<file path="config.mk">
export PLATFORM = sky130hd
export DESIGN_NAME = ahb_uart_tx
export DESIGN_NICKNAME = d
export VERILOG_FILES = /design/src/rtl/ahb_uart_tx.sv
export SDC_FILE = /design/constraint.sdc
export NUM_CORES = 1
export LEC_CHECK = 0
export ABC_AREA = 0
export CELL_PAD_IN_SITES_DETAIL_PLACEMENT = 0
export CELL_PAD_IN_SITES_GLOBAL_PLACEMENT = 1
export CORE_MARGIN = 1.5
export CORE_UTILIZATION = 45
export DETAILED_ROUTE_END_ITERATION = 12
export GPL_ROUTABILITY_DRIVEN = 0
export GPL_TIMING_DRIVEN = 1
export PLACE_DENSITY = 0.87
export RECOVER_POWER = 100
export SKIP_CTS_REPAIR_TIMING = 1
export SLEW_MARGIN = 20
export SYNTH_ARGS = -nofsm -noshare
export SYNTH_HDL_FRONTEND = slang
export SYNTH_SLANG_ARGS = --single-unit
</file>
<file path="constraint.sdc">
create_clock -name wclk -period 6.8 [get_ports wclk]
set_clock_uncertainty 0.1 [all_clocks]
set_input_delay 1.7 -clock wclk [delete_from_list [all_inputs] [get_ports wclk]]
set_output_delay 1.7 -clock wclk [all_outputs]
set_load 0.01 [all_outputs]
</file>
<file path="src/rtl/ahb_uart_tx.sv">
// rtl/ahb_uart_tx.sv - AHB-Lite slave UART transmitter with byte FIFO and programmable bit divisor.
// Optional macro AHB_UART_TXIRQ_EN adds the irq output and the STATUS IE bit.
module ahb_uart_tx #(
    parameter int FIFO_DEPTH = 8,
    parameter int DIV_RESET  = 16
) (
    input  logic        wclk,
    input  logic        rst,
    input  logic        HSEL,
    input  logic [31:0] HADDR,
    input  logic [1:0]  HTRANS,
    input  logic        HWRITE,
    input  logic [2:0]  HSIZE,
    input  logic [31:0] HWDATA,
    input  logic        HREADY,
    output logic        HREADYOUT,
    output logic [31:0] HRDATA,
    output logic        HRESP,
    output logic        txd
`ifdef AHB_UART_TXIRQ_EN
    ,
    output logic        irq
`endif
);

    localparam int AW = (FIFO_DEPTH > 1) ? $clog2(FIFO_DEPTH) : 1;
    localparam logic [AW:0] DEPTH_C = (AW + 1)'(FIFO_DEPTH);
    localparam logic [15:0] DIV_RST_C = 16'(DIV_RESET);

    typedef enum logic [1:0] {S_IDLE, S_START, S_DATA, S_STOP} state_t;

    logic          dp_sel;
    logic          dp_wr;
    logic [1:0]    dp_addr;
    logic [7:0]    mem [FIFO_DEPTH];
    logic [AW-1:0] wr_ptr;
    logic [AW-1:0] rd_ptr;
    logic [AW:0]   count;
    logic          ovf;
    logic [15:0]   div_reg;
    logic          ie_rd;
    state_t        state;
    logic [15:0]   bit_div;
    logic [15:0]   cnt;
    logic [2:0]    bit_idx;
    logic [7:0]    shreg;

    logic        full, empty, busy, wr_en, push_req, push, pop;
    logic [15:0] eff_div;

    wire unused_bits = &{1'b0, HSIZE, HADDR[31:4], HADDR[1:0], HWDATA};

    assign HREADYOUT = 1'b1;
    assign HRESP     = 1'b0;

    assign full     = (count == DEPTH_C);
    assign empty    = (count == '0);
    assign busy     = (state != S_IDLE);
    assign wr_en    = dp_sel & dp_wr;
    assign push_req = wr_en & (dp_addr == 2'd0);
    // A pop happens on the edge where the transmitter loads a new frame.
    assign pop      = ~empty & ((state == S_IDLE) | ((state == S_STOP) & (cnt == 16'd0)));
    assign push     = push_req & (~full | pop);
    assign eff_div  = (div_reg < 16'd2) ? 16'd2 : div_reg;

`ifdef AHB_UART_TXIRQ_EN
    logic ie;
    assign ie_rd = ie;
    assign irq   = ie & empty & ~busy;
`else
    assign ie_rd = 1'b0;
`endif

    always_comb begin
        HRDATA = 32'd0;
        if (dp_sel && !dp_wr) begin
            case (dp_addr)
                2'd1:    HRDATA = {27'd0, ie_rd, ovf, busy, empty, full};
                2'd2:    HRDATA = {16'd0, div_reg};
                default: HRDATA = 32'd0;
            endcase
        end
    end

    always_ff @(posedge wclk) begin
        if (push) begin
            mem[wr_ptr] <= HWDATA[7:0];
        end
    end

    always_ff @(posedge wclk or negedge rst) begin
        if (!rst) begin
            dp_sel  <= 1'b0;
            dp_wr   <= 1'b0;
            dp_addr <= 2'd0;
            wr_ptr  <= '0;
            rd_ptr  <= '0;
            count   <= '0;
            ovf     <= 1'b0;
            div_reg <= DIV_RST_C;
`ifdef AHB_UART_TXIRQ_EN
            ie      <= 1'b0;
`endif
        end else begin
            if (HREADY) begin
                dp_sel  <= HSEL & HTRANS[1];
                dp_wr   <= HWRITE;
                dp_addr <= HADDR[3:2];
            end
            if (push) begin
                wr_ptr <= wr_ptr + 1'b1;
            end
            if (pop) begin
                rd_ptr <= rd_ptr + 1'b1;
            end
            if (push && !pop) begin
                count <= count + 1'b1;
            end else if (pop && !push) begin
                count <= count - 1'b1;
            end
            if (wr_en && dp_addr == 2'd1) begin
                if (HWDATA[3]) begin
                    ovf <= 1'b0;
                end
`ifdef AHB_UART_TXIRQ_EN
                ie <= HWDATA[4];
`endif
            end
            // Placed after the clear so a coincident overflow keeps the bit set.
            if (push_req && !push) begin
                ovf <= 1'b1;
            end
            if (wr_en && dp_addr == 2'd2) begin
                div_reg <= HWDATA[15:0];
            end
        end
    end

    always_ff @(posedge wclk or negedge rst) begin
        if (!rst) begin
            state   <= S_IDLE;
            txd     <= 1'b1;
            bit_div <= 16'd2;
            cnt     <= 16'd0;
            bit_idx <= 3'd0;
            shreg   <= 8'd0;
        end else begin
            case (state)
                S_IDLE: begin
                    txd <= 1'b1;
                    if (!empty) begin
                        shreg   <= mem[rd_ptr];
                        bit_div <= eff_div;
                        cnt     <= eff_div - 16'd1;
                        txd     <= 1'b0;
                        state   <= S_START;
                    end
                end
                S_START: begin
                    if (cnt == 16'd0) begin
                        cnt     <= bit_div - 16'd1;
                        bit_idx <= 3'd0;
                        txd     <= shreg[0];
                        state   <= S_DATA;
                    end else begin
                        cnt <= cnt - 16'd1;
                    end
                end
                S_DATA: begin
                    if (cnt == 16'd0) begin
                        cnt <= bit_div - 16'd1;
                        if (bit_idx == 3'd7) begin
                            txd   <= 1'b1;
                            state <= S_STOP;
                        end else begin
                            bit_idx <= bit_idx + 3'd1;
                            shreg   <= shreg >> 1;
                            txd     <= shreg[1];
                        end
                    end else begin
                        cnt <= cnt - 16'd1;
                    end
                end
                S_STOP: begin
                    if (cnt == 16'd0) begin
                        if (!empty) begin
                            shreg   <= mem[rd_ptr];
                            bit_div <= eff_div;
                            cnt     <= eff_div - 16'd1;
                            txd     <= 1'b0;
                            state   <= S_START;
                        end else begin
                            txd   <= 1'b1;
                            state <= S_IDLE;
                        end
                    end else begin
                        cnt <= cnt - 16'd1;
                    end
                end
                default: begin
                    txd   <= 1'b1;
                    state <= S_IDLE;
                end
            endcase
        end
    end

endmodule
</file>
==> After elaboration in Yosys (flattened, before gate mapping) <==
Memory sizes are Yosys's and may differ from the RTL's.
Cells that the tools add are included.
{ "word_totals": {"word_cells": 113, "register_bits": 77, "n_memories": 1, "mem_bits_rw": 64, "output_inout_bits": 35} }
{ "classes": {"muxes": 39, "magnitude_cmp": 1, "reduce_logical": 27, "add_sub_neg": 8, "n_eq_ne": 13, "bitwise_logic": 10} }
{ "memory_table": {"columns": ["name", "depth", "word_bits", "read_ports", "rd_ports_with_merged_regs", "wr", "line", "text"], "rows": [
  ["mem", 8, 8, 1, 0, 1, "35", "logic [7:0] mem [FIFO_DEPTH];"]
]} }
{ "op_table": {"columns": ["op", "n"], "rows": [
  ["16-bit two-way mux", 6],
  ["16-bit one-hot mux with 2 select lines", 2],
  ["16-bit one-hot mux with 3 select lines", 1],
  ["16-bit by 1-bit subtractor with 16-bit output (second input constant)", 3],
  ["32-bit two-way mux", 1],
  ["8-bit two-way mux", 4],
  ["8-bit one-hot mux with 3 select lines", 1],
  ["16-bit logical NOT", 1],
  ["16-bit by 2-bit < comparator with 1-bit output (second input constant)", 1],
  ["2-bit nonzero test", 6],
  ["1-bit two-way mux", 11],
  ["2-bit two-way mux", 5],
  ["2-bit inequality test (second input constant)", 5],
  ["3-bit by 1-bit adder with 3-bit output (second input constant)", 3],
  ["3-bit two-way mux", 3],
  ["4-bit two-way mux", 2],
  ["2-bit one-hot mux with 4 select lines", 1],
  ["4-bit AND reduction", 2],
  ["1-bit AND", 6],
  ["2-bit equality test (second input constant)", 3],
  ["1-bit logical AND", 6],
  ["3-bit one-hot mux with 2 select lines", 1],
  ["5-bit AND reduction", 1],
  ["4-bit by 1-bit adder with 4-bit output (second input constant)", 1],
  ["other kinds (15)", 22]
]} }

==> Logic depth before layout (Yosys ltp) <==
Gate-level depths: netlist (run 1).
{ "logic_depth": {"word_depth": 10, "depth_mapped": 15, "depth_no_buf": 14} }

==> Worst setup path before layout (run 1) <==
Ideal clock, no wire load.
{ "synth_path": {"kind": "flip-flop to output port", "from": "register count[0]", "to": "output HRDATA[1]", "path_stages_with_launch": 6, "slack_ns": 3.234, "n_path_buf": 2, "t_arrival_ns": 1.766, "path_cell_list": "dfrtp_1 nor4_1 clkbuf_1 clkbuf_1 a22oi_1 nor2_1"} }
{ "synth_between": {"elab_chain_cells": 3} }
{ "synth_lines": {"columns": ["item", "line", "text"], "rows": [
  ["from (decl)", "38", "logic [AW:0] count;"],
  ["from (signal assigned)", "117", "count <= count + 1'b1;"],
  ["from (signal assigned)", "119", "count <= count - 1'b1;"],
  ["4-bit logical NOT", "57", "assign empty = (count == '0);"],
  ["16-bit one-hot mux with 2 select lines", "77", "case (dp_addr)"],
  ["32-bit two-way mux", "76", "if (dp_sel && !dp_wr) begin"],
  ["to (decl)", "17", "output logic [31:0] HRDATA,"]
]} }
No other way between the ends.

==> Worst setup path in the final report (run 1) <==
{ "layout_path": {"from": "register dp_addr[0]", "to": "output HRDATA[4]"} }
{ "layout_between": {"elab_chain_cells": 3} }
{ "layout_lines": {"columns": ["item", "line", "text"], "rows": [
  ["from (decl)", "34", "logic [1:0] dp_addr;"],
  ["from (signal assigned)", "108", "dp_addr <= HADDR[3:2];"],
  ["2-bit equality test / 2-bit by 1-bit equality test with 1-bit output (equally long branches)", "77", null],
  ["16-bit one-hot mux with 2 select lines *", "77", null],
  ["32-bit two-way mux *", "76", null]
]} }
Every way passes the cells marked *; elsewhere a longest branch is shown, timed or not.

==> impl_metrics.json, run 1 <==
{
  "status": "finished, violations left",
  "violations": "max-capacitance violations, max-slew violations",
  "hold_path_class": "flip-flop to flip-flop",
  "clk_pin_slew_ns": 0.06,
  "start_kind": "flip-flop",
  "max_stage_delay_ns": 0.96,
  "met2_usage_pct": 32.6,
  "portBuffers": 40,
  "syn-cell-area_sq_um": 7300,
  "die_area_sq_um": 17000,
  "synth_edf_count": 64,
  "yosys.cell_count.top_type": "dfrtp_1",
  "post-place-ws_ns": 2.59,
  "drt_iter0_drc": 379,
  "drive_gt1_share_pct": 15.9,
  "cts_num_sinks": 141,
  "avgRoutedWirePerCell_um": 18.4,
  "hold_viol_final": 0,
  "maxSlewHeadroom_pct": -3.38,
  "cts_tree": "built",
  "total_power_mw": 3.68,
  "cts_inserted_buffers": 17,
  "ys_types": 64,
  "worstPathMaxFanout": 12,
  "grt_use_met3_pct": 4.03,
  "syn_inst": 603,
  "setup_ws_ns": 2.07,
  "worst_slew_pin_slew_ns": 1.54,
  "ir_drop_v": 0.000220,
  "syn2layout_area_growth_pct": 14.2,
  "synth_area_leaders": "edfxtp_1 26%, dfrtp_1 25%, mux2_2 6.6%",
  "max_freq_mhz": 212,
  "synthArstFlopShare_pct": 54.6,
  "num-nets-final": 733,
  "utilization_pct": 52.5,
  "io_pins": 109,
  "num-fill-cells": 1404,
  "required_ns": 5.00,
  "routed_wl_um": 16000,
  "power_per_cell_area_nw_per_um2": 441,
  "top_usage_layer": "met2",
  "core_sq_um": 15900,
  "clock_path_buffers": 2,
  "synth_top_area_share_pct": 26.3,
  "drc": 0,
  "synthFlopType": "dfrtp_1",
  "grt_overflow": 0,
  "drt_pass1_iterations": 5,
  "synth_common_cells": "74 x dfrtp_1, 64 x edfxtp_1, 47 x nor2_1, 43 x mux2_2, 35 x nand2_1",
  "end_kind": "primary output",
  "fin_hold_ws_ns": 0.407,
  "htree_levels": 4,
  "finalSetupViolations": 0,
  "yosys.area.top_type": "edfxtp_1",
  "grt_max_degree": 78,
  "avgSynthCellArea_sq_um": 12.1,
  "antenna_left": 0,
  "slowest_stage": "nor3b_1",
  "grt_pass1_wl_um": 25600,
  "ys_warn_count": 0,
  "grt_pass1_vias": 4907,
  "num_rows": 46,
  "grt_use_met1_pct": 26.6,
  "clk_latency_ns": 0.43,
  "via_per_inst": 5.69,
  "dp_hpwl_um": 11000,
  "clock_tree.root_cell": "clkbuf_16",
  "totalNegativeSetupSlack_ns": 0,
  "leakagePower_nw": 3.17,
  "crit_type": "flip-flop to primary output",
  "ys_seq_elements": 141,
  "dr_total_vias": 4951,
  "crit_chain": "inv_1 > ha_1 > nor3b_1 > and2_0 > clkdlybuf4s50_1",
  "grt_setup_unrepaired": "false",
  "maxCapViolCount": 1,
  "initial_core_util_pct": 46.0,
  "post-route-period-util_pct": 69.5,
  "dieWidth_um": 130,
  "min_period_ns": 4.73,
  "antenna_found_initial": 1,
  "track_usage_pct": 20.1,
  "top_register": "mem",
  "die_y_um": 130,
  "ys_seq_area_share_pct": 52.7,
  "largest_reg_flops": 64,
  "worstPathArrival_ns": 2.93,
  "slew_viol_final": 17
}
==> path summary, 6_finish.rpt <==
kind / from / end / slack (ns) / depth (start not counted)
setup / recovery: dp_addr[0] / HRDATA[4] / 2.07 / 5
hold / removal: ovf / ovf / 0.41 / 2
hold reg to reg: ovf / ovf / 0.41 / 2
min in group asynchronous: rst / cnt[11] / 1.34 / 1
setup reg to reg: div_reg[5] / cnt[14] / 2.25 / 11
max in group asynchronous: rst / rd_ptr[0] / 4.56 / 1
==> cell families after synthesis <==
logic type	Yosys count	share of synthesized area (%)
flops	141	52.7
compound gates	91	8.14
mux	74	13.6
simple gates	179	13.2
xor+xnor	41	4.92
other cells	2	0.103
buf+inv	56	3.91
fa+ha+maj	19	3.36
==> critical path: cells and delay by family, from the launching register on <==
family                   cells  cell delay (ns)
adder cells (fa/ha/maj)      1             0.26
buffers and inverters        2             0.68
flip-flops                   1             0.39
AND/OR/NAND/NOR              2             1.18
==> routing by layer <==
metal	part of all wire [%]	routed length, um	vias to the layer above
met1	43	6890	2447
met5	0	0	-
met3	5.5	884	31
met4	1.9	308	0
met2	50	7960	187
li1	-	-	2286
==> per-stage QoR <==
| step | cell area, sq um | std cells |
|---|---|---|
| final | 8340 | 870 |
| after global placement | 7840 | 837 |
| after CTS | 8400 | 869 |
| after global routing | 8340 | 870 |
| after detailed placement | 7840 | 837 |
| after floorplan | 7360 | 619 |
==> power breakdown <==
| part | switching, mW | total [mW] | internal (mW) |
|---|---|---|---|
| combinational | 0.695 | 1.36 | 0.666 |
| clock | 0.408 | 0.894 | 0.486 |
| sequential | 0.318 | 1.42 | 1.11 |
==> cell usage in the layout (no fill, tap or decap), types with 18 or more instances in the layout <==
cell / instances
mux2_2: 43
conb_1: 18
edfxtp_1: 64
clkdlybuf4s50_1: 26
nand2_1: 35
ha_1: 18
a21oi_1: 21
xnor2_1: 20
nor2_1: 49
xor2_1: 21
dfrtp_1: 73
o21ai_0: 25
nor3_1: 18
==> final cells by class <==
cell class              instances  area, sq um  share of cell area [%]
multi-input cells             422         3190                    38.2
well taps                     216          270                    3.24
diodes                          1         2.50                  0.0300
clock inverters                15          138                    1.65
repair buffers                 44          413                    4.95
clock buffers                  17          425                    5.10
flip-flops and latches        141         3850                    46.2
inverters                      14         52.6                   0.630
No activity file was read; power rests on OpenSTA's default activity.
==> run 2: changes to the inputs <==
- CORE_UTILIZATION: 45 -> 40
- PLACE_DENSITY: 0.87 -> 0.82
- clock period: 6.8 -> 3.96 ns (I/O delays scaled with it)
==> impl_metrics.json, run 2 (same netlist as run 1, synthesis figures left out) <==
{
  "track_usage_pct": 18.1,
  "holdPathEnd": "ovf",
  "cts_num_sinks": 141,
  "required_ns": 4.19,
  "max_stage_delay_ns": 0.70,
  "routed_wl_um": 16400,
  "die_y_um": 138,
  "crit_chain": "or4_1 > nor4_4 > nand2_2 > nand2_1 > ha_1 > or4b_2 > nor4_2 > nand2_1 > xor2_1 > a211o_1 > o221ai_1",
  "totalNegativeSetupSlack_ns": 0,
  "rr_worst_depth": 11,
  "total_power_mw": 6.38,
  "clock_path_buffers": 2,
  "grt_max_degree": 78,
  "num_rows": 49,
  "crit_type": "flip-flop to flip-flop",
  "crit_top_cell": "nand2_1",
  "post-route-period-util_pct": 94.4,
  "status": "finished, violations left",
  "antenna_left": 0,
  "reg2reg_from": "div_reg[1]",
  "top_register": "mem",
  "worstHoldStart": "ovf",
  "maxSlewHeadroom_pct": -34.2,
  "io_pins": 109,
  "crit_start": "div_reg[1]",
  "core_sq_um": 18000,
  "clock_tree.root_cell": "clkbuf_16",
  "whs_path_depth": 2,
  "crit_cells": 11,
  "grt_pass1_vias": 5157,
  "cts_inserted_buffers": 17,
  "cp_top_family": "simple AND/OR/NAND/NOR gates",
  "dieWidth_um": 138,
  "htree_levels": 4,
  "drt_pass1_iterations": 5,
  "largest_reg_flops": 64,
  "grt_overflow": 0,
  "final_common_cell": "dfrtp_1",
  "violations": "max-capacitance violations, max-slew violations",
  "portBuffers": 40,
  "dp_hpwl_um": 11200,
  "clk_pin_slew_ns": 0.06,
  "slowest_stage": "or4b_2",
  "max_freq_mhz": 268,
  "leakagePower_nw": 3.24,
  "antenna_cells": 0,
  "dr_total_vias": 4942,
  "drc": 0,
  "antenna_found_initial": 0,
  "worstPathMaxFanout": 6,
  "r2r-end": "cnt[14]",
  "drive_gt1_share_pct": 17.6,
  "avgRoutedWirePerCell_um": 18.3,
  "dp_cells": 866,
  "final_cell_mix": "73 x dfrtp_1, 64 x edfxtp_1, 48 x nor2_1",
  "worstPathArrival_ns": 3.97,
  "num-nets-final": 749,
  "die_area_sq_um": 19100,
  "worst_slew_pin_slew_ns": 2.01,
  "drt_iter0_drc": 359,
  "stdcell_count": 898,
  "via_per_inst": 5.50,
  "clk_latency_ns": 0.42,
  "hold_path_class": "flip-flop to flip-flop",
  "end_kind": "flip-flop",
  "path_buf_inv": 0,
  "syn2layout_area_growth_pct": 16.3,
  "maxCapViolCount": 1,
  "cts_tree": "built",
  "power_per_cell_area_nw_per_um2": 751,
  "finalSetupViolations": 0,
  "reg2reg_slack_ns": 0.22,
  "initial_core_util_pct": 40.7,
  "start_kind": "flip-flop",
  "hold_viol_final": 0,
  "grt_pass1_wl_um": 27300,
  "grt_setup_unrepaired": "false",
  "min_period_ns": 3.74,
  "slew_viol_final": 78,
  "ir_drop_v": 0.000400
}
==> run 2: cell types whose count changed in the layout (fill, tap and decap cells not counted), sizes merged <==
| cell | before | now |
|---|---|---|
| clkinvlp | 0 | 2 |
| buf | 1 | 10 |
| clkbuf | 21 | 28 |
| clkinv | 3 | 6 |
| clkdlybuf4s50 | 26 | 23 |
| dlygate4sd3 | 13 | 16 |
| bufinv | 0 | 1 |
| inv | 26 | 20 |
| diode | 1 | 0 |
==> run 2: worst reg2reg max path, delay by kind of cell, from the launching register on <==
kind,cells,cell delay (ns)
adder cells (fa/ha/maj),1,0.23
AO/OA/AOI/OAI,2,0.36
XOR/XNOR,1,0.16
flip-flops,1,0.46
AND/OR/NAND/NOR,7,2.34
==> run 2: worst max-delay path by stage <==
| stage | endpoint | slack (ns) |
|---|---|---|
| final | cnt[14] | 0.22 |
| after detailed placement | cnt[14] | 0.28 |
| after floorplan | cnt[14] | 0.48 |
| after global routing | bit_div[3] | 0.1 |
| after global placement | cnt[14] | 0.34 |
| after CTS | cnt[14] | 0.26 |
==> run 2: area by class of cell <==
cell class	instances	area [sq um]
inverter	14	52.6
sequential	141	3850
fill	1587	9470
clock inverter	15	158
clock buffer	17	425
multi-input combinational	422	3210
timing repair buffer	60	508
tap	229	287
==> run 2: per-layer routing <==
metal / GRT usage, % / wire, um / vias up / part of all wire [%]
li1: - / - / 2311 / -
met1: 24.8 / 7470 / 2466 / 46
met2: 29.1 / 8000 / 145 / 49
met3: 3.50 / 700 / 20 / 4.3
met4: 5.71 / 238 / 0 / 1.5
met5: 0 / 0 / - / 0
==> run 2: where the power goes <==
group | internal [mW] | leakage, nW | switching [mW]
sequential | 1.90 | 1.50 | 0.519
combinational | 1.18 | 1.46 | 1.22
clock | 0.887 | 0.283 | 0.676
total | 3.97 | 3.24 | 2.41
==> run 2: through the flow <==
step	area, sq um	hold slack [ns]	utilization [%]	worst slack (ns)
floorplan	7360	0.349	-	0.480
global placement	7970	0.371	44.4	0.335
detailed placement	7970	0.379	44.4	0.284
CTS	8560	0.392	47.6	0.265
global route	8490	0.427	47.3	0.0953
finish	8490	0.391	47.3	0.222
==> run 3: changes to the inputs <==
- PLACE_DENSITY: 0.82 -> 0.87
==> impl_metrics.json, run 3 (same netlist as run 1, synthesis figures left out) <==
{
  "clock_path_buffers": 2,
  "maxSlewHeadroom_pct": -29.8,
  "avgRoutedWirePerCell_um": 18.5,
  "dp_hpwl_um": 11300,
  "required_ns": 2.87,
  "cts_tree": "built",
  "drc": 0,
  "htree_levels": 4,
  "slowest_stage": "dlygate4sd3_1",
  "max_freq_mhz": 274,
  "hold_path_class": "flip-flop to flip-flop",
  "dp_cells": 861,
  "violations": "max-capacitance violations, max-slew violations",
  "io_pins": 109,
  "start_kind": "flip-flop",
  "crit_type": "flip-flop to primary output",
  "num_rows": 49,
  "clk_pin_slew_ns": 0.06,
  "final_common_cell": "dfrtp_1",
  "drt_pass1_iterations": 5,
  "track_usage_pct": 18.1,
  "power_per_cell_area_nw_per_um2": 757,
  "post-place-ws_ns": 0.367,
  "via_per_inst": 5.60,
  "top_register": "mem",
  "grt_setup_unrepaired": "false",
  "dieWidth_um": 138,
  "drive_gt1_share_pct": 17.8,
  "grt_overflow": 0,
  "largest_reg_flops": 64,
  "slew_viol_final": 78,
  "antenna_left": 0,
  "setup_ws_ns": 0.315,
  "totalNegativeSetupSlack_ns": 0,
  "finalSetupViolations": 0,
  "drt_iter0_drc": 514,
  "ir_drop_v": 0.000460,
  "initial_core_util_pct": 40.7,
  "core_sq_um": 18000,
  "post-route-period-util_pct": 92.0,
  "worstPathArrival_ns": 2.55,
  "grt_pass1_wl_um": 26900,
  "crit_chain": "inv_1 > ha_1 > nor3b_1 > clkbuf_1 > and2_1 > dlygate4sd3_1",
  "clock_tree.root_cell": "clkbuf_16",
  "dr_total_vias": 4999,
  "total_power_mw": 6.43,
  "cts_num_sinks": 141,
  "cts_inserted_buffers": 17,
  "worstPathMaxFanout": 12,
  "end_kind": "primary output",
  "die_area_sq_um": 19100,
  "stdcell_count": 893,
  "hold_viol_final": 0,
  "portBuffers": 40,
  "status": "finished, violations left",
  "maxCapViolCount": 1,
  "min_period_ns": 3.64,
  "syn2layout_area_growth_pct": 16.2,
  "routed_wl_um": 16600,
  "final_cell_mix": "73 x dfrtp_1, 64 x edfxtp_1, 48 x nor2_1",
  "num-fill-cells": 1579,
  "max_stage_delay_ns": 0.60,
  "worst_slew_pin_slew_ns": 1.95,
  "clk_latency_ns": 0.43,
  "antenna_cells": 0,
  "num-nets-final": 744,
  "grt_max_degree": 78,
  "antenna_found_initial": 0,
  "die_y_um": 138,
  "leakagePower_nw": 3.25,
  "grt_pass1_vias": 5100
}
-- run 3: changes by cell type in the layout (fill, tap and decap cells not counted), sizes merged --
cell,delta
inv,+3
clkinv,-1
clkbuf,-5
bufinv,-1
clkinvlp,-1
-- run 3: layer usage --
| metal | wire, um | GRT usage (%) |
|---|---|---|
| met5 | 0 | 0 |
| met4 | 401 | 7.81 |
| met1 | 7270 | 24.2 |
| met3 | 939 | 4.05 |
| met2 | 7940 | 28.4 |
-- run 3: final cells by class --
| cell class | instances | area [sq um] | area share [%] |
|---|---|---|---|
| tap | 229 | 287 | 3.38 |
| multi-input combinational | 422 | 3210 | 37.8 |
| clock buffer | 17 | 425 | 5.01 |
| inverter | 14 | 52.6 | 0.619 |
| timing repair buffer | 55 | 489 | 5.76 |
| sequential | 141 | 3850 | 45.4 |
| clock inverter | 15 | 171 | 2.02 |
-- run 3: final timing paths --
check / slack [ns] / depth (start not counted) / start / endpoint
worst max register to register: 0.35 / 12 / div_reg[5] / cnt[6]
min in group asynchronous: 1.01 / 1 / rst / cnt[13]
max in group asynchronous: 1.46 / 1 / rst / rd_ptr[0]
worst min-delay path: 0.39 / 2 / ovf / ovf
worst min register to register: 0.39 / 2 / ovf / ovf
worst max-delay path: 0.32 / 6 / dp_addr[0] / HRDATA[15]
-- run 3: metrics by stage --
stage	hold WS (ns)	utilization [%]	area [sq um]
finish	0.386	47.2	8490
CTS	0.389	47.5	8530
global route	0.412	47.2	8490
detailed placement	0.374	44.2	7940
global placement	0.369	44.2	7940
floorplan	0.349	-	7360
-- run 3: power by group --
part | switching (mW) | total, mW | internal (mW)
logic | 1.26 | 2.45 | 1.18
registers | 0.518 | 2.42 | 1.90
clock network | 0.713 | 1.56 | 0.850
-- run 3: worst max-delay path: cells and delay by family (launching register included) --
kind,cells,cell delay [ns]
adder cells (fa/ha/maj),1,0.26
AND/OR/NAND/NOR,2,0.43
flip-flops,1,0.38
buffers and inverters,3,1.04
